**config.mk**
```make
export PLATFORM = sky130hd
export DESIGN_NAME = apb_regfile_completer
export DESIGN_NICKNAME = d
export VERILOG_FILES = /design/src/rtl/apb_regfile_completer.sv
export SDC_FILE = /design/constraint.sdc
export NUM_CORES = 1
export LEC_CHECK = 0
export CORE_MARGIN = 4
export CORE_UTILIZATION = 44
export DETAILED_ROUTE_END_ITERATION = 6
export GPL_TIMING_DRIVEN = 1
export SYNTH_ARGS = -nofsm -noshare
export SYNTH_HDL_FRONTEND = slang
export SYNTH_SLANG_ARGS = --single-unit
```
**constraint.sdc**
```tcl
create_clock -name pclk -period 26.2 [get_ports pclk]
set_input_delay 3.93 -clock pclk [delete_from_list [all_inputs] [get_ports pclk]]
set_output_delay 3.93 -clock pclk [all_outputs]
set_load 0.005 [all_outputs]
```
**src/rtl/apb_regfile_completer.sv**
```systemverilog
// rtl/apb_regfile_completer.sv - APB register-file completer with wait states and error signalling
//
// Register file of NUM_REGS 32-bit registers behind an APB completer port.
// Register 0 is a read-only identification word; registers 1..NUM_REGS-1 are
// read/write with byte strobes. WAIT_STATES access cycles are inserted with
// pready low before each transfer completes.
//
// Optional build macro: APB_COMPLETER_PROT_EN enables pprot checking against
// the three region bits at the top of paddr.
//
// Ports:
//   pclk     in   clock, rising edge
//   preset   in   asynchronous active-high reset
//   psel     in   completer select
//   penable  in   access-phase indicator
//   pwrite   in   1 = write, 0 = read
//   paddr    in   byte address [ADDR_WIDTH-1:0]
//   pwdata   in   write data [DATA_WIDTH-1:0]
//   pstrb    in   write byte strobes [DATA_WIDTH/8-1:0]
//   pprot    in   protection attributes [2:0]
//   prdata   out  read data (zero unless a clean read is completing/held)
//   pready   out  transfer completion
//   pslverr  out  transfer error, qualified by pready
module apb_regfile_completer #(
  parameter int ADDR_WIDTH  = 32,
  parameter int DATA_WIDTH  = 32,
  parameter int NUM_REGS    = 16,
  parameter int WAIT_STATES = 0
) (
  input  logic                    pclk,
  input  logic                    preset,
  input  logic                    psel,
  input  logic                    penable,
  input  logic                    pwrite,
  input  logic [ADDR_WIDTH-1:0]   paddr,
  input  logic [DATA_WIDTH-1:0]   pwdata,
  input  logic [DATA_WIDTH/8-1:0] pstrb,
  input  logic [2:0]              pprot,
  output logic [DATA_WIDTH-1:0]   prdata,
  output logic                    pready,
  output logic                    pslverr
);

  localparam int IDXW = $clog2(NUM_REGS);
  localparam int NBYTES = DATA_WIDTH / 8;

  localparam logic [1:0] S_IDLE   = 2'd0;
  localparam logic [1:0] S_ACCESS = 2'd1;
  localparam logic [1:0] S_HOLD   = 2'd2;

  localparam logic [3:0] WS = 4'(WAIT_STATES);
  localparam logic [DATA_WIDTH-1:0] ID_VALUE = 32'hA9B0_0001;

  logic [1:0]            state;
  logic [3:0]            wcnt;
  logic [IDXW-1:0]       idx_q;
  logic                  write_q;
  logic [DATA_WIDTH-1:0] wdata_q;
  logic [NBYTES-1:0]     strb_q;
  logic                  err_q;
  logic [DATA_WIDTH-1:0] regs [NUM_REGS];

  // Setup-phase decode of the incoming address.
  logic [IDXW-1:0] idx_in;
  logic            prot_err;
  logic            err_in;
  logic            setup;
  logic            acc_ready;

  assign idx_in = paddr[2+IDXW-1:2];

`ifdef APB_COMPLETER_PROT_EN
  // Each region bit demands the matching pprot attribute.
  assign prot_err = (paddr[ADDR_WIDTH-1] & ~pprot[0])
                  | (paddr[ADDR_WIDTH-2] & ~pprot[1])
                  | (paddr[ADDR_WIDTH-3] & ~pprot[2]);
`else
  logic unused_prot;
  assign unused_prot = ^{pprot, paddr[ADDR_WIDTH-1:ADDR_WIDTH-3]};
  assign prot_err = 1'b0;
`endif

  assign err_in = (|paddr[1:0])
                | (|paddr[ADDR_WIDTH-4:2+IDXW])
                | (pwrite && (idx_in == '0))
                | prot_err;

  // A setup phase (psel high, penable low) is accepted from every state:
  // in IDLE it starts a transfer, in ACCESS it aborts and restarts, and in
  // HOLD it gives back-to-back transfers with no idle cycle.
  assign setup = psel && !penable;

  assign acc_ready = (wcnt == WS);

  always_ff @(posedge pclk or posedge preset) begin
    if (preset) begin
      state   <= S_IDLE;
      wcnt    <= '0;
      idx_q   <= '0;
      write_q <= 1'b0;
      wdata_q <= '0;
      strb_q  <= '0;
      err_q   <= 1'b0;
      for (int i = 0; i < NUM_REGS; i++) begin
        regs[i] <= '0;
      end
    end else if (setup) begin
      state   <= S_ACCESS;
      wcnt    <= '0;
      idx_q   <= idx_in;
      write_q <= pwrite;
      wdata_q <= pwdata;
      strb_q  <= pstrb;
      err_q   <= err_in;
    end else begin
      case (state)
        S_ACCESS: begin
          if (!penable) begin
            state <= S_IDLE;
          end else if (!psel) begin
            // Requester left mid-access: report an error, never write.
            err_q <= 1'b1;
            state <= S_HOLD;
          end else if (acc_ready) begin
            // err_q already covers writes aimed at the read-only register 0.
            if (write_q && !err_q) begin
              for (int b = 0; b < NBYTES; b++) begin
                if (strb_q[b]) begin
                  regs[idx_q][8*b +: 8] <= wdata_q[8*b +: 8];
                end
              end
            end
            state <= S_HOLD;
          end else begin
            wcnt <= wcnt + 4'd1;
          end
        end
        S_HOLD: begin
          if (!penable) begin
            state <= S_IDLE;
          end
        end
        default: begin
          state <= S_IDLE;
        end
      endcase
    end
  end

  // Registers only change on a write completion, so reading through the
  // captured index also holds prdata steady for the whole HOLD phase.
  logic [DATA_WIDTH-1:0] rsel;
  assign rsel = (idx_q == '0) ? ID_VALUE : regs[idx_q];

  assign pready  = ((state == S_ACCESS) && acc_ready) || (state == S_HOLD);
  assign pslverr = pready && err_q;
  assign prdata  = (pready && !write_q && !err_q) ? rsel : '0;

endmodule
```
==> impl_metrics.tcl <==
set metrics [dict create \
    outcome "completed" \
    mappedNetlistArea_sq_um 25200 \
    synth_top_cell_area_share_pct 54.7 \
    ys_seq_area_share_pct 54.7 \
    worstPathRequired_ns 22.27 \
    cts_tree "yes" \
    cellPowerDensity_nw_per_um2 62.9 \
    hold_violations 0 \
    cts-root-buf "clkbuf_16" \
    finalMaxSlewViolations 0 \
    crit_arrival_ns 4.41 \
    grt_usage_pct 20.6 \
    ant_nets 0 \
    cts_made_buffers 57 \
    clock-sinks 552 \
    layout.nets 1846 \
    worstSetupEndpoint "prdata[17]" \
    netlist_instances 1690 \
    finalSetupViolCount 0 \
    synthSimpleGateAreaFrac_pct 5.95 \
    rr_worst_depth 6 \
    rsz0062_at_grt "no" \
    hp-class "reg -> reg" \
    die_w_um 248 \
    tns_ns 0 \
    antenna_found_initial 1 \
    crit_chain "inv_1, ha_1, nor3b_1, a21o_1, nand3b_1, buf_4, o22ai_1, clkdlybuf4s50_1" \
    wl_mm 61.7 \
    cts_resized 0 \
    leakagePower_nw 13.7 \
    detail_route.first_pass.iterations 4 \
    slowest_delay_ns 0.92 \
    rows 87 \
    synthMuxAreaShare_pct 36.0 \
    grt.overflow.total 0 \
    drive_gt1_share_pct 42.9 \
    synthAdderAreaFrac_pct 0.0991 \
    fin_cells 2562 \
    via_count 14390 \
    synth_compound_area_share_pct 1.49 \
    wl_per_cell_um 24.1 \
    synth_cell_type_count 47 \
    nFillCells 4873 \
    hpwlAfterDp_mm 37.3 \
    ios 110 \
    r2r_slack_ns 22.23 \
    drc 0 \
    synth_common_cells "552 x dfrtp_1, 485 x mux2_2, 158 x nand2_1" \
    cts.clk_slew.worst_paths_ns 0.06 \
    dp_cells 2465 \
    syn_nets 1768 \
    post_cts_buffers 0 \
    portBuffers 103 \
    synthArstFlopShare_pct 100 \
    synth-edff-count 0 \
    h-tree-depth 2 \
    synth_warnings 0 \
    timing.rr.start "wcnt[0]" \
    synth_seq_cells 552 \
    synth_top_family_by_area "multiplexers" \
    timing.final.crit_share_pct 31.8 \
    start_util_pct 44.6 \
    maxCapViolCount 0 \
    cp_num_buf_inv 3 \
    grt_max_degree 181 \
    synth.most_common_cell "dfrtp_1" \
    crit_family "simple AND/OR/NAND/NOR gates" \
    drt-initial-drc-count 927 \
    holdWs_ns 0.499 \
    die_area_sq_um 61300 \
    finClkSkew_ns 0.0150 \
    synth_flop_cell "dfrtp_1" \
    slowest_stage "nand3b_1" \
    rr_endpoint "regs[317]" \
    crit_type "reg -> out" \
    insertedDiodeCount 0 \
    syn_area_per_cell_sq_um 14.9 \
    vias_per_cell 5.62 \
    tightest_slew_ns 1.34 \
    clockBufferDepth 3 \
    synth_top_area_cell "dfrtp_1" \
    ctsHoldBuffers 0 \
    path_max_fanout 15 \
    insertion_delay_ns 0.60 \
    synth_area_leaders "dfrtp_1 55%, mux2_2 22%, mux4_2 10%, mux2i_1 2.7%, nand2_1 2.3%" \
    cp_num_cells 8 \
    die_h_um 248 \
    slew_headroom_pct 10.5 \
    grt_pass1_vias 15409 \
    endpoint_kind "output port" \
    min_period_ns 8.34 \
    core_sq_um 56600 \
    gp_congestion 0.747 \
    grt_pass1_wl_mm 95.7 \
    area_delta_synth_final_pct 14.1 \
    startpoint "wcnt[0]" \
    vdd_ir_drop_max_uv 47.2 \
    worst_setup_path_start_kind "register" \
    fmax_mhz 120 \
    yosys.area_share.xor_xnor_pct 0.0347 \
]
## per-layer routing
metal	global-route usage (%)	vias to the layer above	routed length, um
met5	0	-	13
met4	4.75	2	1210
met3	4.93	84	3390
met2	32.3	264	28700
met1	29.3	7657	28400
li1	-	6383	-
## cell type report
cell class | count | area, sq um | share of cell area [%]
flip-flops and latches | 552 | 13800 | 48.0
multi-input cells | 1034 | 11000 | 38.2
clock buffers | 87 | 1700 | 5.90
repair buffers | 119 | 1180 | 4.08
well taps | 756 | 946 | 3.28
clock inverters | 10 | 133 | 0.460
inverters | 4 | 22.5 | 0.0782
## where the power goes
group | switching [mW] | total, mW | leakage, nW | internal [mW]
registers | 0.0405 | 0.901 | 7.64 | 0.861
logic | 0.0675 | 0.111 | 5.15 | 0.0438
clock network | 0.329 | 0.800 | 0.904 | 0.471
total | 0.437 | 1.81 | 13.7 | 1.38
## how the worst min path moves through the flow
stage | start | end | slack [ns] | cells after the start
after floorplan | regs[472] | regs[472] | 0.47 | 1
after global placement | regs[475] | regs[475] | 0.48 | 1
after detailed placement | regs[472] | regs[472] | 0.49 | 1
after CTS | regs[472] | regs[472] | 0.50 | 1
after global routing | regs[324] | regs[324] | 0.51 | 1
final | regs[472] | regs[472] | 0.50 | 1
## cell families after synthesis
group	Yosys count
compound gates	59
xor+xnor	1
fa+ha+maj	2
buf+inv	104
flops	552
mux	692
simple gates	280
## through the flow
stage               utilization, %  cell area, sq um  setup slack [ns]  power (mW)
global route                  50.9             28800             17.65        1.88
detailed placement            47.6             27000             18.52        1.03
floorplan                        -             25200              6.84       0.981
finish                        50.9             28800             17.86        1.81
CTS                           50.9             28800             17.87        1.84
global placement              47.6             27000             18.57        1.03
## registers in the layout, indices dropped and copies added, names as in the netlist
register,flops
write_q,1
regs,504
state,2
err_q,1
wcnt,4
wdata_q,32
idx_q,4
strb_q,4
## worst reg2reg max path: cells and delay by family (launching register included)
kind | cells | cell delay [ns]
fa+ha+maj | 1 | 0.16
flops | 1 | 0.39
buf+inv | 1 | 0.10
simple gates | 3 | 2.77
mux | 1 | 0.43
## layout by cell type (no fill, tap or decap), drive strengths merged, types with 16 or more instances in the layout
cell	synthesis	layout
buf	40	16
clkbuf	60	87
clkdlybuf4s50	0	103
dfrtp	552	552
mux2	509	509
mux2i	69	69
mux4	114	114
nand2	158	158
nand3	17	17
nor2	54	54
o22ai	30	30
(Power assumes the default switching activity.)
